## config.mk

```make
export PLATFORM = sky130hd
export DESIGN_NAME = fetch_controller
export DESIGN_NICKNAME = d
export VERILOG_FILES = /design/src/rtl/fetch_controller.sv
export SDC_FILE = /design/constraint.sdc
export NUM_CORES = 1
export LEC_CHECK = 0
export ABC_AREA = 1
export CAP_MARGIN = 20
export CORE_ASPECT_RATIO = 2
export CORE_MARGIN = 2
export CORE_UTILIZATION = 50
export DETAILED_ROUTE_END_ITERATION = 8
export PLACE_DENSITY = 0.81
export REMOVE_ABC_BUFFERS = 1
export SYNTH_ARGS = -nofsm -noshare
export SYNTH_HDL_FRONTEND = slang
export SYNTH_SLANG_ARGS = --single-unit
```

## constraint.sdc

```tcl
create_clock -name clk -period 2.3 [get_ports clk]
set_input_delay 0.46 -clock clk [delete_from_list [all_inputs] [get_ports clk]]
set_output_delay 0.46 -clock clk [all_outputs]
set_load 0.05 [all_outputs]
```

## src/rtl/fetch_controller.sv

```systemverilog
// Instruction-fetch sequencer: owns the PC, addresses the combinational ROM and fills IF/ID.
// Optional macro IFETCH_BOUND_CHECK_EN adds a sticky fetch_fault for fetches beyond the ROM.
module fetch_controller #(
   parameter int          Inst_Num     = 150,
   parameter int          Inst_Num_BIT = 8,
   parameter logic [31:0] RESET_PC     = 32'h0000_0000
) (
   input  logic                    clk,
   input  logic                    reset,
   input  logic                    stall,
   input  logic                    redirect_valid,
   input  logic [31:0]             redirect_pc,
   output logic [Inst_Num_BIT-1:0] imem_addr,
   input  logic [31:0]             imem_data,
   output logic                    if_valid,
   output logic [31:0]             if_inst,
   output logic [31:0]             if_pc,
   output logic [31:0]             if_pc_plus4,
   output logic                    misalign_flag,
   output logic [31:0]             fetch_count,
   output logic [31:0]             bubble_count
`ifdef IFETCH_BOUND_CHECK_EN
   ,
   output logic                    fetch_fault
`endif
);

   typedef enum logic [1:0] {BOOT, RUN, SQUASH} state_t;

   state_t      state, state_nx;
   logic [31:0] pc, pc_nx, pc_plus4;
   logic [31:0] inst_nx, if_pc_nx, if_pc_plus4_nx;
   logic        valid_nx, misalign_nx, fetch;
   logic [31:0] fetch_count_nx, bubble_count_nx;

   // A ROM larger than the word-address space could never be fully addressed.
   if (Inst_Num > (1 << Inst_Num_BIT)) begin : g_rom_size_check
      $error("Inst_Num exceeds the ROM word-address space");
   end

   assign pc_plus4  = pc + 32'd4;
   assign imem_addr = pc[Inst_Num_BIT+1:2];

`ifdef IFETCH_BOUND_CHECK_EN
   logic out_of_range, fault_nx;
   assign out_of_range = (pc[31:2] >= 30'(Inst_Num)) || (pc[31:Inst_Num_BIT+2] != '0);
`endif

   always_comb begin
      state_nx       = state;
      pc_nx          = pc;
      inst_nx        = if_inst;
      if_pc_nx       = if_pc;
      if_pc_plus4_nx = if_pc_plus4;
      valid_nx       = if_valid;
      misalign_nx    = misalign_flag;
      fetch          = 1'b0;
`ifdef IFETCH_BOUND_CHECK_EN
      fault_nx       = fetch_fault;
`endif
      case (state)
         BOOT: state_nx = RUN;
         RUN, SQUASH: begin
            // Redirect beats stall: the word fetched this cycle is on the wrong path.
            if (redirect_valid) begin
               state_nx = SQUASH;
               pc_nx    = {redirect_pc[31:2], 2'b00};
               valid_nx = 1'b0;
               inst_nx  = '0;
               if (redirect_pc[1:0] != 2'b00) misalign_nx = 1'b1;
            end else if (stall) begin
               if (state == SQUASH) valid_nx = 1'b0;
            end else begin
               fetch    = 1'b1;
               state_nx = RUN;
            end
         end
         default: state_nx = BOOT;
      endcase

      if (fetch) begin
         inst_nx        = imem_data;
         if_pc_nx       = pc;
         if_pc_plus4_nx = pc_plus4;
         valid_nx       = 1'b1;
         pc_nx          = pc_plus4;
`ifdef IFETCH_BOUND_CHECK_EN
         if (out_of_range) begin
            inst_nx  = '0;
            fault_nx = 1'b1;
         end
`endif
      end

      fetch_count_nx  = fetch ? fetch_count + 32'd1 : fetch_count;
      bubble_count_nx = ((state != BOOT) && !valid_nx) ? bubble_count + 32'd1 : bubble_count;
   end

   always_ff @(posedge clk or negedge reset) begin
      if (!reset) begin
         state         <= BOOT;
         pc            <= RESET_PC;
         if_valid      <= 1'b0;
         if_inst       <= '0;
         if_pc         <= '0;
         if_pc_plus4   <= '0;
         misalign_flag <= 1'b0;
         fetch_count   <= '0;
         bubble_count  <= '0;
`ifdef IFETCH_BOUND_CHECK_EN
         fetch_fault   <= 1'b0;
`endif
      end else begin
         state         <= state_nx;
         pc            <= pc_nx;
         if_valid      <= valid_nx;
         if_inst       <= inst_nx;
         if_pc         <= if_pc_nx;
         if_pc_plus4   <= if_pc_plus4_nx;
         misalign_flag <= misalign_nx;
         fetch_count   <= fetch_count_nx;
         bubble_count  <= bubble_count_nx;
`ifdef IFETCH_BOUND_CHECK_EN
         fetch_fault   <= fault_nx;
`endif
      end
   end

endmodule

```

# Yosys cells after proc, flatten, opt, wreduce, memory -nomap -nowiden
# Index checks and enable logic that the tools add are counted.
[op_classes]
eq_ne = 3
reduce_logical = 10
n_addsub = 3
n_mux = 17
[op_table]
columns = ["operator", "count"]
rows = [
  ["$mux 32", 6],
  ["$add 32x1->32 const B", 2],
  ["$add 32x3->32 const B", 1],
  ["$mux 1", 8],
  ["$reduce_bool 2->1", 4],
  ["$mux 2", 2],
  ["$pmux 2 s2", 1],
  ["$ne 3x3->1 const B", 1],
  ["$reduce_and 3->1", 1],
  ["$eq 2x1->1 const B", 1],
  ["$eq 2x2->1 const B", 1],
  ["$logic_not 2->1", 1],
  ["$reduce_and 2->1", 1],
  ["$reduce_or 2->1", 1],
  ["$logic_and 1x1->1", 1],
  ["$logic_not 1->1", 1],
]
[totals]
out_inout_bits = 170
inputBits = 68
ff_bits = 196

# Longest topological paths before layout
[depth]
depth_word = 8
ltp_mapped = 11

# Least setup slack after synthesis
# Ideal clock, no wire load.
[synth_path]
path_kind = "flip-flop to flip-flop"
from = "reg fetch_count[1]"
to = "reg fetch_count[18]"
arrival_time_ns = 1.758
path_stages_with_launch = 10
setup_ns = 0.124
slack_ns = 0.419
required_ns = 2.176
n_path_buf = 0
path_cell_list = "dfrtp_1 -> ha_1 -> nand2_1 -> inv_1 -> nand2_1 -> nor2_4 -> nand2_2 -> nor2_4 -> nand3_1 -> xor2_1"
[synth_via]
elab_chain_cells = 1
[synth_rtl]
columns = ["item", "line", "text"]
rows = [
  ["from (decl)", "20", "output logic [31:0] fetch_count,"],
  ["from (signal assigned)", "121", "fetch_count <= fetch_count_nx;"],
  ["$add 32x1->32", "95", "fetch_count_nx = fetch ? fetch_count + 32'd1 : fetch_count;"],
]
# Every way passes these cells.
# A chain may end at the register's enable or synchronous reset.

# Final worst setup path
[layout_path]
from = "reg bubble_count[2]"
to = "out bubble_count[2]"
[layout_rtl]
columns = ["item", "line", "text"]
rows = [
  ["from (decl)", "21", "output logic [31:0] bubble_count"],
  ["from (signal assigned)", "122", "bubble_count <= bubble_count_nx;"],
]
# No word-level cell between the ends.

==> metrics.md <==
| Metric | Value |
|---|---|
| Pins over their slew limit | 0 |
| First-pass GRT wire length | 42780 um |
| Crit-path cells | clkdlybuf4s50_1 |
| Fin util | 0.6777 |
| GRT overflow | 0 |
| Detail Route Antenna Nets | 0 |
| Port-buffer cells | 233 |
| Fin. Hold Viols | 0 |
| Reg-to-Reg Start | state[0] |
| Fin crit share | 0.9734 |
| Asr flop ratio synth | 1.000 |
| Synth warnings | 0 |
| P&R area growth vs syn | 33.81% |
| Gpl congestion | 0.8997 |
| Yosys top cell area share | 0.5009 |
| Crit-path max FO | 5 |
| Final nets | 1463 |
| # Post-CTS Setup Buffers | 0 |
| Power per cell area | 1417 nW/um^2 |
| RSZ-0062 raised after global routing | false |
| Initial antenna violation count | 0 |
| Relative max-transition margin | 0.4361 |
| Fmax | 446.6 MHz |
| Drt pass-1 iters | 5 |
| Fin area | 12700 um^2 |
| Crit Path Class | reg2out |
| WP data required | 1.84 ns |
| Hold Buf Count CTS | 0 |
| Clock sink total | 190 |
| Worst Tran Pin Value | 0.8446 ns |
| R2r worst-path depth | 6 |
| Cell Area, Placed | 12090 um^2 |
| Reg-to-reg endpoint | pc[16] |
| DRC errors left | 0 |
| Min Tclk post-route | 2.239 ns |
| Die area | 20170 um^2 |
| Worst path bufs/invs | 1 |
| Core footprint | 18740 um^2 |
| GR Util met3 | 0.03795 |
| Share of cells above drive strength 1 | 0.06348 |
| Syn Inst Count | 1162 |
| CTS Root Buffer Type | clkbuf_16 |
| Post-Synth Simple-Gate Area | 0.2931 |
| Top post-synthesis cells by area | dfrtp_1 (50%), nand2_1 (16%), nor2_1 (5.4%) |
| M2 GR Usage | 0.4937 |
| Synth Area in Compound Gates | 0.09305 |
| Mux share of post-synthesis cell area | 0 |
| First DRT Iteration DRCs | 470 |
| Final hold slack | 0.01538 ns |
| LEAKAGE | 5.780 nW |
| Worst-path clk slew | 0.07 ns |
| Post-synthesis adder-cell area fraction | 0.007908 |
| Worst Clk Skew | 0.008976 ns |
| Max Cap Viol | 0 |
| Clock latency on the worst-skew pair | 0.43 ns |
| Routed wire length | 26870 um |
| Die W | 101.4 um |
| Synth Cell Area | 9493 um^2 |
| Post-synth top area cell | dfrtp_1 |
| Total clock buffers created by CTS | 17 |
| Met1 usage | 0.3054 |
| Busiest grt layer | met2 |
| Clk buf depth | 2 |
| Main combinational cell family by area after synthesis | simple AND/OR/NAND/NOR gates |
| CP startpoint kind | flip-flop |
| Largest net degree at the start of global routing | 93 |
| Synth Area in XOR/XNOR | 0.04152 |
| Top FF cell, synth | dfrtp_1 |
| Distinct cells, synth | 41 |
| Crit. End Element | output port |
| Crit path DAT | 1.78 ns |
| FILL cells | 1508 |
| Total Routing Usage GR | 0.2738 |
| Final WS setup | 0.06109 ns |
| Avg Inst Size Synth | 8.169 um^2 |
| Io pins | 238 |
| Vias in the first global route | 8586 |
| Pre-CTS setup slack | 0.09121 ns |
| Row count | 71 |
| #FFs+latches synth | 190 |
| Status | finished, final reports clean |
| H-Tree Depth | 4 |
| Initial Util | 0.5064 |
| Endpoints failing setup | 0 |
| Hold Crit Class | in2async |
| Maximum VDD drop | 1.230 mV |
| Via count | 8624 |
| Max stage delay on crit path | 0.86 ns |
| Diode count | 0 |
| DP HPWL | 19860 um |
| CP delay by family, top | buffers and inverters |
| Drt via density | 5.205 |
| Final setup TNS | 0 ns |
| Seq/Total Area, Yosys | 0.5009 |
| EDFF count, synth | 0 |
| R2R Setup Slk | 0.21 ns |
| CTS tree | done |
| WL/cell | 16.21 um |
| Die Height | 198.9 um |
| Crit path max-delay cell type | clkdlybuf4s50_1 |
-- registers in the layout (all words and copies together) (netlist names) --
name           cells
if_pc             30
misalign_flag      1
if_valid           1
state              2
bubble_count      32
fetch_count       32
pc                30
if_inst           32
if_pc_plus4       30
-- cell usage after synthesis, drive strengths merged, types with 2 or more instances --
cell type / number
dfrtp: 190
nand3b: 14
nor2: 155
nand4: 4
o21ai: 72
a22oi: 14
a21boi: 2
a31oi: 3
nand3: 54
xor2: 28
inv: 82
a22o: 32
ha: 6
a21oi: 16
nand2: 403
xnor2: 17
buf: 35
nor3: 15
clkbuf: 12
-- area by class of cell --
class	count	area (um^2)	area share
Clock buffer	23	478.0	0.03763
Clock inverter	9	132.6	0.01044
Inverter	83	316.6	0.02492
Multi-Input combinational cell	845	4158	0.3273
Sequential cell	190	4755	0.3743
Tap cell	255	319.1	0.02512
Timing Repair Buffer	252	2544	0.2003
-- how the worst max path moves through the flow --
stage,slack (ns),from,cells past startpoint,to
after detailed placement,0.09,stall,6,pc[9]
after global placement,0.15,stall,6,pc[6]
after CTS,0.02,fetch_count[24],1,fetch_count[24]
final,0.06,bubble_count[2],1,bubble_count[2]
after floorplan,-1.94,state[0],9,bubble_count[24]
after global routing,0.03,fetch_count[2],1,fetch_count[2]
-- metal layers --
metal	vias to the layer above	share of wire
li1	4147	-
met1	4106	0.36
met2	290	0.54
met3	81	0.043
met4	0	0.050
met5	-	0
-- cell usage in the layout, fill, tap and decap left out, types with 28 or more instances in the layout --
cell             count
a22o_1              32
clkdlybuf4s50_1    231
dfrtp_1            190
inv_1               81
nand2_1            393
nand3_1             51
nor2_1             137
o21ai_0             69
xor2_1              28
-- cells by family after synthesis --
kind of cell               count (synthesis)
AOI/OAI and AO/OA                        142
other                                      1
adders and majority gates                  6
and+or+nand+nor                          648
DFF                                      190
buffers and inverters                    130
xor gates and xnor gates                  45
-- report_power, final --
| part | total, mW | switching [mW] | leakage (nW) | internal [mW] |
|---|---|---|---|---|
| Sequential | 5.61 | 1.07 | 2.38 | 4.54 |
| Clock | 3.08 | 1.28 | 0.294 | 1.80 |
| Combinational | 9.32 | 6.36 | 3.11 | 2.96 |
| Total | 18.0 | 8.71 | 5.78 | 9.29 |
-- through the flow --
stage               cells  total power, mW
floorplan            1118            11.43
global placement     1625            14.77
detailed placement   1625            14.94
CTS                  1657            18.09
global route         1657            18.91
finish               1657            18.00
-- what timing repair did --
item                       4_1_cts  5_1_grt
setup endpoints to repair        0        1
gates resized for setup          0        1
hold endpoints to repair         0        0
Power figures use the tool's default switching activity.
